$ cat src/rtl/cnt_arbiter.sv
// cnt_arbiter: round-robin owner of one W-bit up-counter shared by four
// requesters; each grant runs CNT from 0 to the winner's LEN, then rotates.
//
// Ports:
//   CLK    in   1    rising-edge clock
//   RST_X  in   1    asynchronous active-low reset
//   REQ    in   4    level-sensitive requests
//   LEN    in   4*W  run lengths, requester i at LEN[i*W +: W]
//   GNT    out  4    one-hot grant while busy, else zero
//   OWNER  out  2    current or last granted requester
//   CNT    out  W    counter value
//   DONE   out  4    one-cycle completion pulse to the owner
//   BUSY   out  1    high outside IDLE

module cnt_arbiter #(
  parameter int W = 8
) (
  input  logic           CLK,
  input  logic           RST_X,
  input  logic [3:0]     REQ,
  input  logic [4*W-1:0] LEN,
  output logic [3:0]     GNT,
  output logic [1:0]     OWNER,
  output logic [W-1:0]   CNT,
  output logic [3:0]     DONE,
  output logic           BUSY
);

  typedef enum logic [1:0] {
    IDLE = 2'd0,
    RUN  = 2'd1,
    FIN  = 2'd2
  } state_e;

  state_e       state_q, state_d;
  logic [1:0]   ptr_q, ptr_d;
  logic [1:0]   owner_q, owner_d;
  logic [W-1:0] tgt_q, tgt_d;
  logic [W-1:0] cnt_q, cnt_d;

  logic [W-1:0] len_a [4];
  logic [1:0]   win;
  logic         win_vld;
  logic [3:0]   own_oh;

  always_comb begin
    for (int i = 0; i < 4; i++) begin
      len_a[i] = LEN[i*W +: W];
    end
  end

  // Scan from the far end back toward ptr so
  // the requester closest to ptr is the one kept.
  always_comb begin
    win_vld = 1'b0;
    win     = ptr_q;
    for (int k = 3; k >= 0; k--) begin
      if (REQ[ptr_q + 2'(k)]) begin
        win_vld = 1'b1;
        win     = ptr_q + 2'(k);
      end
    end
  end

  always_comb begin
    state_d = state_q;
    ptr_d   = ptr_q;
    owner_d = owner_q;
    tgt_d   = tgt_q;
    cnt_d   = cnt_q;
    unique case (state_q)
      IDLE: begin
        if (win_vld) begin
          owner_d = win;
          tgt_d   = len_a[win];
          cnt_d   = '0;
          // A zero-length run has nothing to count.
          if (len_a[win] != '0) begin
            state_d = RUN;
          end else begin
            state_d = FIN;
          end
        end
      end
      RUN: begin
        cnt_d = cnt_q + 1'b1;
        if (cnt_q == tgt_q - 1'b1) begin
          state_d = FIN;
        end
      end
      FIN: begin
        ptr_d   = owner_q + 2'd1;
        state_d = IDLE;
      end
      default: begin
        state_d = IDLE;
      end
    endcase
  end

  always_ff @(posedge CLK or negedge RST_X) begin
    if (!RST_X) begin
      state_q <= IDLE;
      ptr_q   <= 2'd0;
      owner_q <= 2'd0;
      tgt_q   <= '0;
      cnt_q   <= '0;
    end else begin
      state_q <= state_d;
      ptr_q   <= ptr_d;
      owner_q <= owner_d;
      tgt_q   <= tgt_d;
      cnt_q   <= cnt_d;
    end
  end

  assign own_oh = 4'b0001 << owner_q;
  assign BUSY   = (state_q != IDLE);
  assign GNT    = BUSY ? own_oh : 4'b0000;
  assign DONE   = (state_q == FIN) ? own_oh : 4'b0000;
  assign OWNER  = owner_q;
  assign CNT    = cnt_q;

endmodule

$ cat config.mk
export PLATFORM = sky130hd
export DESIGN_NAME = cnt_arbiter
export DESIGN_NICKNAME = d
export VERILOG_FILES = /design/src/rtl/cnt_arbiter.sv
export SDC_FILE = /design/constraint.sdc
export NUM_CORES = 1
export LEC_CHECK = 0
export BUFFER_PORTS_ARGS = -buffer_cell sky130_fd_sc_hd__clkbuf_2
export CORE_MARGIN = 2
export CORE_UTILIZATION = 34
export CTS_CLUSTER_DIAMETER = 120
export DETAILED_ROUTE_END_ITERATION = 8
export GPL_ROUTABILITY_DRIVEN = 0
export GPL_TIMING_DRIVEN = 1
export PLACE_DENSITY = 0.67
export SLEW_MARGIN = 10
export SYNTH_ARGS = -nofsm -noshare
export SYNTH_HDL_FRONTEND = slang
export SYNTH_SLANG_ARGS = --single-unit
$ cat constraint.sdc
create_clock -name CLK -period 2 [get_ports CLK]
set_clock_uncertainty 0.1 [all_clocks]
set_input_delay 0 -clock CLK [delete_from_list [all_inputs] [get_ports CLK]]
set_output_delay 0 -clock CLK [all_outputs]
set_load 0.02 [all_outputs]
==> impl_metrics.xml, run 1 <==
<?xml version="1.0" encoding="UTF-8"?>
<metrics>
  <group name="synthesis">
    <metric name="synth_area" unit="sq um">1700</metric>
    <metric name="synthesis.instances" unit="">227</metric>
    <metric name="async_reset_ff_frac" unit="">1.00</metric>
    <metric name="synth.yosys.warnings" unit="">0</metric>
    <metric name="yosysMostFrequentCell" unit="">sky130_fd_sc_hd__nand3_1</metric>
    <metric name="sequential_element_share_of_the_synthesized_area" unit="">0.324</metric>
    <metric name="synth_top_flop_cell" unit="">sky130_fd_sc_hd__dfrtp_1</metric>
    <metric name="synth_seq_cells" unit="">22</metric>
    <metric name="synth_area_leader_cell" unit="">sky130_fd_sc_hd__dfrtp_1</metric>
    <metric name="syn-num-nets" unit="">271</metric>
    <metric name="number_of_distinct_library_cells_after_synthesis" unit="">37</metric>
    <metric name="synth-edff-count" unit="">0</metric>
    <metric name="postSynthAreaPerCell" unit="sq um">7.50</metric>
    <metric name="ys_top_cells_by_count" unit="">sky130_fd_sc_hd__nand3_1, sky130_fd_sc_hd__o21ai_0, sky130_fd_sc_hd__nand2_1</metric>
    <metric name="post-synth-top-area-fraction" unit="">0.324</metric>
    <metric name="synth_top_cells_by_area" unit="">sky130_fd_sc_hd__dfrtp_1, sky130_fd_sc_hd__nand3_1, sky130_fd_sc_hd__o21ai_0, sky130_fd_sc_hd__nand2_1, sky130_fd_sc_hd__xnor2_1</metric>
  </group>
  <group name="clock_network">
    <metric name="cts.htree.levels" unit="">1</metric>
    <metric name="clk_sinks" unit="">22</metric>
    <metric name="clk_pin_slew" unit="ns">0.08</metric>
    <metric name="cts_tree" unit="">done</metric>
    <metric name="cts-buffers-inserted" unit="">3</metric>
    <metric name="clk_root_buffer_cell" unit="">sky130_fd_sc_hd__clkbuf_8</metric>
    <metric name="cts_max_path_buffers" unit="">2</metric>
    <metric name="clk-insertion-delay-late" unit="ns">0.26</metric>
  </group>
  <group name="sta">
    <metric name="timing_worst_slew_pin_value" unit="ns">0.544</metric>
    <metric name="setup-tns-final" unit="ns">-0.423</metric>
    <metric name="hold_ws" unit="ns">0.141</metric>
    <metric name="period_share" unit="">1.10</metric>
    <metric name="setup_repair_after_global_routing_missed_its_margin" unit="">yes</metric>
    <metric name="postLayoutSetupSlackWorst" unit="ns">-0.207</metric>
    <metric name="setup_violations" unit="">5</metric>
    <metric name="slew_headroom" unit="">0.637</metric>
    <metric name="clock.fmax" unit="MHz">453</metric>
    <metric name="timing.final.hold_violations" unit="">0</metric>
    <metric name="timing.final.max_slew_violations" unit="">0</metric>
    <metric name="min_period" unit="ns">2.21</metric>
  </group>
  <group name="worst_setup_path">
    <metric name="r2r-start" unit="">ptr_q[1]</metric>
    <metric name="r2r_end" unit="">state_q[0]</metric>
    <metric name="r2r_cells" unit="">8</metric>
    <metric name="worst-endpoint-required" unit="ns">2.04</metric>
    <metric name="crit_path_max_fanout" unit="">8</metric>
    <metric name="critical_path.startpoint_type" unit="">flop</metric>
    <metric name="worstSetupEndpointType" unit="">flop</metric>
    <metric name="worstPathArrival" unit="ns">2.25</metric>
    <metric name="path_class" unit="">flop to flop</metric>
    <metric name="reg2reg_slack" unit="ns">-0.21</metric>
  </group>
  <group name="min_path">
    <metric name="worst_hold_depth" unit="">6</metric>
    <metric name="hp-start" unit="">LEN[27]</metric>
    <metric name="timing.hold.worst.class" unit="">primary input to flop</metric>
    <metric name="worst_min_delay_path_endpoint" unit="">tgt_q[3]</metric>
  </group>
  <group name="power_and_ir_drop">
    <metric name="power_density" unit="nW/um^2">1120</metric>
    <metric name="total_leakage_power" unit="uW">0.00128</metric>
    <metric name="ir_worst_vdd" unit="uV">444</metric>
  </group>
  <group name="route">
    <metric name="detail_route.wirelength" unit="um">5420</metric>
    <metric name="detail_route.iter0.violations" unit="">69</metric>
    <metric name="drc_errors" unit="">0</metric>
    <metric name="wl_per_cell" unit="um">14.2</metric>
    <metric name="vias_per_cell" unit="">5.14</metric>
    <metric name="number_of_vias_in_the_routed_layout" unit="">1960</metric>
    <metric name="drtAntennaViolNets" unit="">0</metric>
    <metric name="firstDrtPassIters" unit="">4</metric>
  </group>
  <group name="layout">
    <metric name="area_growth" unit="%">61.2</metric>
    <metric name="n_antenna_cell" unit="">0</metric>
    <metric name="drive_above_1_share" unit="">0.465</metric>
    <metric name="finish.net_count" unit="">360</metric>
  </group>
  <group name="floorplan">
    <metric name="initial_core_util" unit="">0.356</metric>
    <metric name="fp.dieArea" unit="sq um">5590</metric>
    <metric name="design.portCount" unit="">57</metric>
    <metric name="chipHeight" unit="um">74.7</metric>
    <metric name="die_width" unit="um">74.7</metric>
    <metric name="std_cell_rows" unit="">25</metric>
    <metric name="placeableCoreArea" unit="sq um">4790</metric>
  </group>
  <group name="outcome">
    <metric name="failed_checks" unit="">setup timing</metric>
    <metric name="status" unit="">finished with violations</metric>
  </group>
  <group name="global_route">
    <metric name="grt-ovfl-total" unit="">0</metric>
    <metric name="grt_first_pass_wirelength" unit="um">8950</metric>
    <metric name="initial_antenna_violation_count" unit="">0</metric>
    <metric name="track_usage" unit="">0.204</metric>
    <metric name="grt_start_max_net_pins" unit="">23</metric>
    <metric name="number_of_global_route_vias_before_repair" unit="">1876</metric>
  </group>
  <group name="flow_run">
    <metric name="timing.max_cap.violations" unit="">0</metric>
  </group>
  <group name="place">
    <metric name="dp_hpwl" unit="um">3710</metric>
    <metric name="portBuffers" unit="">56</metric>
  </group>
</metrics>
report_power, final:
| part | switching [uW] | internal [uW] |
|---|---|---|
| clock | 135 | 134 |
| combinational | 1070 | 899 |
| sequential | 219 | 615 |
| total | 1420 | 1650 |
metrics by stage:
stage	util	power [uW]	instance area [sq um]	setup WS, ns	cells
detailed placement	0.464	2460	2220	-0.170	366
finish	0.573	3070	2740	-0.207	381
CTS	0.532	2900	2540	-0.117	383
global placement	0.464	2410	2220	-0.109	366
floorplan	-	1890	1700	-0.107	227
global route	0.573	3340	2740	-0.269	381
cell usage in the layout, fill, tap and decap left out, types with 4 or more instances in the layout:
| cell | n |
|---|---|
| sky130_fd_sc_hd__clkbuf_2 | 56 |
| sky130_fd_sc_hd__buf_4 | 31 |
| sky130_fd_sc_hd__nand2_1 | 24 |
| sky130_fd_sc_hd__dfrtp_1 | 22 |
| sky130_fd_sc_hd__o21ai_0 | 22 |
| sky130_fd_sc_hd__nand3_2 | 21 |
| sky130_fd_sc_hd__o21ai_1 | 14 |
| sky130_fd_sc_hd__nand3_4 | 13 |
| sky130_fd_sc_hd__nor2_1 | 12 |
| sky130_fd_sc_hd__nand3_1 | 12 |
| sky130_fd_sc_hd__nor2b_1 | 9 |
| sky130_fd_sc_hd__xnor2_1 | 9 |
| sky130_fd_sc_hd__inv_1 | 7 |
| sky130_fd_sc_hd__ha_1 | 6 |
| sky130_fd_sc_hd__buf_6 | 6 |
| sky130_fd_sc_hd__and2_1 | 4 |
| sky130_fd_sc_hd__nand4_1 | 4 |
| sky130_fd_sc_hd__xor2_1 | 4 |
| sky130_fd_sc_hd__a22oi_2 | 4 |
flip-flops by register name, indices dropped and copies added (netlist names):
| name | cells |
|---|---|
| tgt_q | 8 |
| state_q | 2 |
| CNT | 8 |
| ptr_q | 2 |
| OWNER | 2 |
per-layer routing:
metal | up-vias | global-route usage | wire, um
met2 | 61 | 0.369 | 2690
met3 | 8 | 0.0254 | 263
met4 | 0 | 0.0397 | 93
met5 | - | 0 | 0
met1 | 902 | 0.262 | 2380
li1 | 989 | - | -
cell type report:
type | instances | area (sq um)
clock buffer | 3 | 41.3
fill | 410 | 2040
inverter | 7 | 26.3
multi-input combinational | 186 | 1420
sequential | 22 | 551
tap | 67 | 83.8
timing repair buffer | 96 | 626
critical path, stage by stage, from the launching register on:
cell and delay, ns:
sky130_fd_sc_hd__dfrtp_1 0.41, sky130_fd_sc_hd__and3b_1 0.19, sky130_fd_sc_hd__or4_4 0.46, sky130_fd_sc_hd__buf_8 0.18, sky130_fd_sc_hd__nand3_1 0.11, sky130_fd_sc_hd__nand3_2 0.11, sky130_fd_sc_hd__a22oi_2 0.18, sky130_fd_sc_hd__nand4_1 0.16
sky130_fd_sc_hd__a22o_1 0.21
repair_timing:
| item | in CTS | in global routing |
|---|---|---|
| gates resized for setup | 37 | 50 |
| pin swaps | 4 | 10 |
| hold buffers | 1 | 0 |
| setup buffers | 12 | 3 |
| setup endpoints to repair | 2 | 10 |
| hold endpoints to repair | 22 | 0 |
| gates cloned | 1 | 0 |
cells by family (layout without fill, tap and decap cells):
| family | Yosys count | after routing | share of synthesized area |
|---|---|---|---|
| AO/OA/AOI/OAI | 56 | 56 | 0.191 |
| buffers and inverters | 19 | 106 | 0.0471 |
| AND/OR/NAND/NOR | 111 | 111 | 0.327 |
| XOR/XNOR | 13 | 13 | 0.0669 |
| flip-flops | 22 | 22 | 0.324 |
| adder cells (fa/ha/maj) | 6 | 6 | 0.0441 |
how the worst max path moves through the flow:
stage                     startpoint         end  slack [ns]  depth (start not counted)
after floorplan             ptr_q[1]  state_q[0]       -0.11                          9
after global routing        ptr_q[1]  state_q[0]       -0.27                          8
after detailed placement    ptr_q[1]  state_q[0]       -0.17                          8
after CTS                   ptr_q[1]  state_q[0]       -0.12                          8
after global placement      ptr_q[1]  state_q[0]       -0.11                          8
final                       ptr_q[1]  state_q[0]       -0.21                          8
Note: power is estimated with default switching activity, not from simulation.
==> inputs of run 2 (changes only) <==
--- a/config.mk
+++ b/config.mk
@@ -12,7 +12,7 @@
 export DETAILED_ROUTE_END_ITERATION = 8
 export GPL_ROUTABILITY_DRIVEN = 0
 export GPL_TIMING_DRIVEN = 1
-export PLACE_DENSITY = 0.67
+export PLACE_DENSITY = 0.65
 export SLEW_MARGIN = 10
 export SYNTH_ARGS = -nofsm -noshare
 export SYNTH_HDL_FRONTEND = slang
==> constraint.sdc (replaced) <==
create_clock -name CLK -period 2.1 [get_ports CLK]
set_clock_uncertainty 0.1 [all_clocks]
set_input_delay 0 -clock CLK [delete_from_list [all_inputs] [get_ports CLK]]
set_output_delay 0 -clock CLK [all_outputs]
set_load 0.02 [all_outputs]
==> impl_metrics.xml, run 2 (synthesis gave the netlist of run 1 again) <==
<?xml version="1.0" encoding="UTF-8"?>
<metrics>
  <group name="sta">
    <metric name="setup_repair_after_global_routing_missed_its_margin" unit="">yes</metric>
    <metric name="setup_violations" unit="">1</metric>
    <metric name="timing_worst_slew_pin_value" unit="ns">0.561</metric>
    <metric name="hold_ws" unit="ns">0.0598</metric>
    <metric name="clock.fmax" unit="MHz">469</metric>
    <metric name="period_share" unit="">1.01</metric>
    <metric name="postLayoutSetupSlackWorst" unit="ns">-0.0304</metric>
    <metric name="timing.final.hold_violations" unit="">0</metric>
    <metric name="timing.final.max_slew_violations" unit="">0</metric>
    <metric name="min_period" unit="ns">2.13</metric>
    <metric name="slew_headroom" unit="">0.626</metric>
  </group>
  <group name="global_route">
    <metric name="initial_antenna_violation_count" unit="">0</metric>
    <metric name="number_of_global_route_vias_before_repair" unit="">1710</metric>
    <metric name="track_usage" unit="">0.173</metric>
    <metric name="grt-ovfl-total" unit="">0</metric>
    <metric name="grt_first_pass_wirelength" unit="um">7650</metric>
    <metric name="grt_start_max_net_pins" unit="">23</metric>
  </group>
  <group name="worst_setup_path">
    <metric name="path_class" unit="">flop to flop</metric>
    <metric name="worst-endpoint-required" unit="ns">2.15</metric>
    <metric name="worstSetupEndpointType" unit="">flop</metric>
    <metric name="critPathTopFamily" unit="">simple AND/OR/NAND/NOR gates</metric>
    <metric name="reg2reg_slack" unit="ns">-0.03</metric>
    <metric name="crit_start" unit="">ptr_q[1]</metric>
    <metric name="r2r-start" unit="">ptr_q[1]</metric>
    <metric name="cpPeakStageDelay" unit="ns">0.44</metric>
    <metric name="critical_path_depth" unit="">8</metric>
    <metric name="crit_chain" unit="">and3b_1 -&gt; or4_4 -&gt; buf_6 -&gt; nand3_1 -&gt; nand3_2 -&gt; a22oi_2 -&gt; nand4_1 -&gt; a22o_1</metric>
    <metric name="r2r_end" unit="">state_q[0]</metric>
    <metric name="crit_path_max_fanout" unit="">8</metric>
    <metric name="critPathSlowestCell" unit="">sky130_fd_sc_hd__or4_4</metric>
    <metric name="r2r_cells" unit="">8</metric>
    <metric name="path_buf_inv" unit="">1</metric>
    <metric name="worstPathArrival" unit="ns">2.18</metric>
    <metric name="critical_path.startpoint_type" unit="">flop</metric>
    <metric name="endpoint_of_the_most_critical_setup_path" unit="">state_q[0]</metric>
  </group>
  <group name="outcome">
    <metric name="status" unit="">finished with violations</metric>
    <metric name="failed_checks" unit="">setup timing</metric>
  </group>
  <group name="floorplan">
    <metric name="die_width" unit="um">74.7</metric>
    <metric name="design.portCount" unit="">57</metric>
    <metric name="placeableCoreArea" unit="sq um">4790</metric>
    <metric name="fp.dieArea" unit="sq um">5590</metric>
    <metric name="initial_core_util" unit="">0.356</metric>
    <metric name="std_cell_rows" unit="">25</metric>
    <metric name="chipHeight" unit="um">74.7</metric>
  </group>
  <group name="layout">
    <metric name="n_antenna_cell" unit="">0</metric>
    <metric name="drive_above_1_share" unit="">0.343</metric>
    <metric name="area_growth" unit="%">39.1</metric>
    <metric name="mostFrequentLayoutCells" unit="">sky130_fd_sc_hd__clkbuf_2, sky130_fd_sc_hd__nand3_1, sky130_fd_sc_hd__o21ai_0</metric>
    <metric name="layout_commonest_cell" unit="">sky130_fd_sc_hd__clkbuf_2</metric>
    <metric name="finish.net_count" unit="">345</metric>
    <metric name="final_cell_area" unit="sq um">2370</metric>
    <metric name="fillers" unit="">473</metric>
  </group>
  <group name="route">
    <metric name="detail_route.iter0.violations" unit="">84</metric>
    <metric name="vias_per_cell" unit="">4.98</metric>
    <metric name="drtAntennaViolNets" unit="">0</metric>
    <metric name="number_of_vias_in_the_routed_layout" unit="">1828</metric>
    <metric name="wl_per_cell" unit="um">12.8</metric>
    <metric name="drc_errors" unit="">0</metric>
    <metric name="detail_route.wirelength" unit="um">4700</metric>
    <metric name="firstDrtPassIters" unit="">4</metric>
  </group>
  <group name="place">
    <metric name="dp_hpwl" unit="um">3560</metric>
    <metric name="place_area" unit="sq um">2180</metric>
    <metric name="portBuffers" unit="">56</metric>
  </group>
  <group name="min_path">
    <metric name="timing.hold.worst.class" unit="">primary input to flop</metric>
  </group>
  <group name="power_and_ir_drop">
    <metric name="totalPowerFinal" unit="uW">2660</metric>
    <metric name="total_leakage_power" unit="uW">0.00113</metric>
    <metric name="ir_worst_vdd" unit="uV">369</metric>
    <metric name="power_density" unit="nW/um^2">1130</metric>
  </group>
  <group name="clock_network">
    <metric name="cts_max_path_buffers" unit="">2</metric>
    <metric name="clk_root_buffer_cell" unit="">sky130_fd_sc_hd__clkbuf_8</metric>
    <metric name="cts_tree" unit="">done</metric>
    <metric name="cts.htree.levels" unit="">1</metric>
    <metric name="clk_pin_slew" unit="ns">0.08</metric>
    <metric name="clk-insertion-delay-late" unit="ns">0.26</metric>
    <metric name="clk_sinks" unit="">22</metric>
    <metric name="cts-buffers-inserted" unit="">3</metric>
  </group>
  <group name="flow_run">
    <metric name="timing.max_cap.violations" unit="">0</metric>
  </group>
</metrics>
-- run 2: cell count changes in the layout (fill, tap and decap cells not counted), sizes merged --
cell,delta
buf,-15
clkbuf,+1
-- run 2: worst min-delay path by stage --
stage	depth (start not counted)	slack [ns]	startpoint	end
floorplan	0	-0.40	RST_X	CNT[0]
global placement	1	-0.09	RST_X	CNT[4]
detailed placement	1	-0.09	RST_X	CNT[5]
CTS	5	0.04	LEN[3]	tgt_q[3]
global route	5	0.10	LEN[6]	tgt_q[6]
finish	5	0.06	LEN[6]	tgt_q[6]
-- run 2: worst register-to-register path, delay by kind of cell (launching register included) --
family | cells | cell delay (ns)
AND/OR/NAND/NOR | 5 | 0.94
flip-flops | 1 | 0.41
AO/OA/AOI/OAI | 2 | 0.40
buffers and inverters | 1 | 0.16
-- run 2: repair_timing --
item                       4_1_cts  5_1_grt
cloned                           0        1
hold buffers                     1        0
buffers inserted                 1        0
pin swaps                        0        3
resized for setup                9       18
hold endpoints to repair        22        0
setup endpoints to repair        2        4
-- run 2: final cells by class --
type | count | area, sq um | area share
inverters | 7 | 26.3 | 0.0111
multi-input cells | 186 | 1170 | 0.496
clock buffers | 4 | 55.1 | 0.0233
flip-flops and latches | 22 | 551 | 0.233
repair buffers | 81 | 478 | 0.202
well taps | 67 | 83.8 | 0.0354
-- run 2: where the power goes --
part           internal, uW  total, uW  switching [uW]
logic                   693       1560             864
registers               586        801             215
clock network           167        306             139
total                  1450       2660            1220
-- run 2: routing by layer --
layer	vias up	GRT usage	routed length (um)
met5	-	0	0
li1	959	-	-
met3	4	0.0228	190
met4	0	0.0417	31
met2	54	0.290	2180
met1	811	0.239	2300
-- run 2: through the flow --
| step | cells | setup TNS (ns) | worst slack [ns] | utilization |
|---|---|---|---|---|
| floorplan | 227 | -0.00688 | -0.00688 | - |
| global placement | 360 | -0.0157 | -0.0157 | 0.455 |
| detailed placement | 360 | -0.0726 | -0.0648 | 0.455 |
| CTS | 366 | -0.0181 | -0.0181 | 0.479 |
| global route | 367 | -0.190 | -0.111 | 0.495 |
| finish | 367 | -0.0304 | -0.0304 | 0.495 |
==> inputs of run 3 (changes only) <==
--- a/config.mk
+++ b/config.mk
@@ -5,7 +5,8 @@
 export SDC_FILE = /design/constraint.sdc
 export NUM_CORES = 1
 export LEC_CHECK = 0
-export BUFFER_PORTS_ARGS = -buffer_cell sky130_fd_sc_hd__clkbuf_2
+export BUFFER_PORTS_ARGS = -buffer_cell sky130_fd_sc_hd__buf_2
+export CAP_MARGIN = 10
 export CORE_MARGIN = 2
 export CORE_UTILIZATION = 34
 export CTS_CLUSTER_DIAMETER = 120
==> impl_metrics.xml, run 3 (synthesis gave the netlist of run 1 again) <==
<?xml version="1.0" encoding="UTF-8"?>
<metrics>
  <group name="outcome">
    <metric name="status" unit="">finished with violations</metric>
    <metric name="failed_checks" unit="">setup timing</metric>
  </group>
  <group name="sta">
    <metric name="timing_worst_slew_pin_value" unit="ns">0.525</metric>
    <metric name="timing.final.max_slew_violations" unit="">0</metric>
    <metric name="slew_headroom" unit="">0.649</metric>
    <metric name="timing.final.hold_violations" unit="">0</metric>
    <metric name="postLayoutSetupSlackWorst" unit="ns">-0.0861</metric>
    <metric name="setup_repair_after_global_routing_missed_its_margin" unit="">yes</metric>
    <metric name="setup_violations" unit="">2</metric>
    <metric name="period_share" unit="">1.04</metric>
    <metric name="clock.fmax" unit="MHz">457</metric>
    <metric name="min_period" unit="ns">2.19</metric>
  </group>
  <group name="min_path">
    <metric name="worst_min_delay_path_endpoint" unit="">tgt_q[2]</metric>
    <metric name="hp-start" unit="">LEN[2]</metric>
    <metric name="timing.hold.worst.class" unit="">primary input to flop</metric>
    <metric name="worst_hold_depth" unit="">5</metric>
  </group>
  <group name="power_and_ir_drop">
    <metric name="sequential_power_share" unit="">0.304</metric>
    <metric name="switching_share" unit="">0.464</metric>
    <metric name="power_density" unit="nW/um^2">1100</metric>
    <metric name="internal_power" unit="uW">1410</metric>
    <metric name="ir_worst_vdd" unit="uV">410</metric>
    <metric name="share_clk_of_total_power" unit="">0.103</metric>
    <metric name="power.switching" unit="uW">1220</metric>
    <metric name="power_frac_comb" unit="">0.594</metric>
    <metric name="total_leakage_power" unit="uW">0.00114</metric>
  </group>
  <group name="worst_setup_path">
    <metric name="r2r-start" unit="">ptr_q[1]</metric>
    <metric name="path_class" unit="">flop to flop</metric>
    <metric name="r2r_end" unit="">state_q[0]</metric>
    <metric name="worstPathArrival" unit="ns">2.25</metric>
    <metric name="critical_path.startpoint_type" unit="">flop</metric>
    <metric name="crit_chain" unit="">and3b_1 -&gt; or4_4 -&gt; buf_6 -&gt; nand3_1 -&gt; nand3_2 -&gt; a22oi_2 -&gt; nand4_1 -&gt; a22o_1</metric>
    <metric name="reg2reg_slack" unit="ns">-0.09</metric>
    <metric name="crit_path_max_fanout" unit="">8</metric>
    <metric name="worst-endpoint-required" unit="ns">2.16</metric>
    <metric name="critPathSlowestCell" unit="">sky130_fd_sc_hd__or4_4</metric>
    <metric name="r2r_cells" unit="">8</metric>
    <metric name="cpPeakStageDelay" unit="ns">0.46</metric>
    <metric name="worstSetupEndpointType" unit="">flop</metric>
  </group>
  <group name="global_route">
    <metric name="initial_antenna_violation_count" unit="">0</metric>
    <metric name="track_usage" unit="">0.177</metric>
    <metric name="grt_first_pass_wirelength" unit="um">7790</metric>
    <metric name="number_of_global_route_vias_before_repair" unit="">1756</metric>
    <metric name="grt_start_max_net_pins" unit="">23</metric>
    <metric name="grt-ovfl-total" unit="">0</metric>
  </group>
  <group name="place">
    <metric name="portBuffers" unit="">56</metric>
    <metric name="dp_hpwl" unit="um">3450</metric>
    <metric name="place_area" unit="sq um">2170</metric>
  </group>
  <group name="floorplan">
    <metric name="initial_core_util" unit="">0.356</metric>
    <metric name="std_cell_rows" unit="">25</metric>
    <metric name="chipHeight" unit="um">74.7</metric>
    <metric name="fp.dieArea" unit="sq um">5590</metric>
    <metric name="design.portCount" unit="">57</metric>
    <metric name="die_width" unit="um">74.7</metric>
    <metric name="placeableCoreArea" unit="sq um">4790</metric>
  </group>
  <group name="clock_network">
    <metric name="cts_tree" unit="">done</metric>
    <metric name="cts_max_path_buffers" unit="">2</metric>
    <metric name="clk-insertion-delay-late" unit="ns">0.27</metric>
    <metric name="clk_root_buffer_cell" unit="">sky130_fd_sc_hd__clkbuf_8</metric>
    <metric name="clk_sinks" unit="">22</metric>
    <metric name="cts.htree.levels" unit="">1</metric>
    <metric name="cts-buffers-inserted" unit="">3</metric>
    <metric name="clk_pin_slew" unit="ns">0.08</metric>
  </group>
  <group name="layout">
    <metric name="finish.net_count" unit="">345</metric>
    <metric name="drive_above_1_share" unit="">0.375</metric>
    <metric name="area_growth" unit="%">40.7</metric>
    <metric name="multiInputGateArea" unit="sq um">1210</metric>
    <metric name="mostFrequentLayoutCells" unit="">sky130_fd_sc_hd__buf_2, sky130_fd_sc_hd__o21ai_0, sky130_fd_sc_hd__nand3_1</metric>
    <metric name="layout_commonest_cell" unit="">sky130_fd_sc_hd__buf_2</metric>
    <metric name="fillers" unit="">482</metric>
    <metric name="seq_area" unit="sq um">551</metric>
    <metric name="n_antenna_cell" unit="">0</metric>
    <metric name="final_util" unit="">0.500</metric>
    <metric name="final_cell_area" unit="sq um">2390</metric>
  </group>
  <group name="route">
    <metric name="drc_errors" unit="">0</metric>
    <metric name="number_of_vias_in_the_routed_layout" unit="">1864</metric>
    <metric name="detail_route.iter0.violations" unit="">75</metric>
    <metric name="drtAntennaViolNets" unit="">0</metric>
    <metric name="firstDrtPassIters" unit="">4</metric>
    <metric name="vias_per_cell" unit="">5.09</metric>
    <metric name="detail_route.wirelength" unit="um">4710</metric>
    <metric name="wl_per_cell" unit="um">12.9</metric>
  </group>
  <group name="flow_run">
    <metric name="timing.max_cap.violations" unit="">0</metric>
  </group>
</metrics>
## run 3: routing by layer
layer,global-route usage,vias to the layer above,part of all wire
li1,-,956,-
met1,0.241,834,0.48
met2,0.288,66,0.44
met3,0.0214,8,0.056
met4,0.0675,0,0.016
met5,0,-,0
## run 3: through the flow
stage	instances	total power, uW	setup WS (ns)	hold WS (ns)	setup TNS [ns]
2_1_floorplan	227	1800	-0.00688	-0.396	-0.00688
3_3_place_gp	359	2250	-0.0943	-0.109	-0.147
3_5_place_dp	359	2270	-0.0744	-0.106	-0.147
4_1_cts	365	2620	-0.0420	0.0419	-0.0460
5_1_grt	366	2880	-0.175	0.0723	-0.316
6_report	366	2630	-0.0861	0.0421	-0.116
## run 3: worst max path at each step
stage	from	end	cells past startpoint
2_1_floorplan	ptr_q[1]	state_q[0]	9
3_3_place_gp	ptr_q[0]	state_q[1]	8
3_5_place_dp	ptr_q[1]	state_q[0]	8
4_1_cts	ptr_q[1]	state_q[0]	8
5_1_grt	ptr_q[1]	state_q[0]	8
6_report	ptr_q[1]	state_q[0]	8
## run 3: worst max-delay path, delay by kind of cell, from the launching register on
family | cells | cell delay (ns)
simple gates | 5 | 1.02
flops | 1 | 0.42
compound gates | 2 | 0.38
buf+inv | 1 | 0.16
## run 3: power groups by stage
stage | registers (uW) | clock network, uW | logic (uW)
after detailed placement | 807 | 0 | 1460
final | 799 | 271 | 1560
after global routing | 827 | 292 | 1760
after global placement | 803 | 0 | 1440
after CTS | 800 | 268 | 1550
after floorplan | 832 | 0 | 963
## run 3: repair_timing
action,4_1_cts,5_1_grt
hold buffers,1,0
gates resized for setup,31,5
endpoints found under the hold margin,22,0
cloned,1,0
pin swaps,6,2
buffers inserted,1,1
endpoints found under the setup margin,2,7
## run 3: area by class of cell
cell class | instances | area share
Multi-Input combinational cell | 186 | 0.505
Sequential cell | 22 | 0.230
Timing Repair Buffer | 81 | 0.201
Tap cell | 67 | 0.0350
Clock buffer | 3 | 0.0173
Inverter | 7 | 0.0110
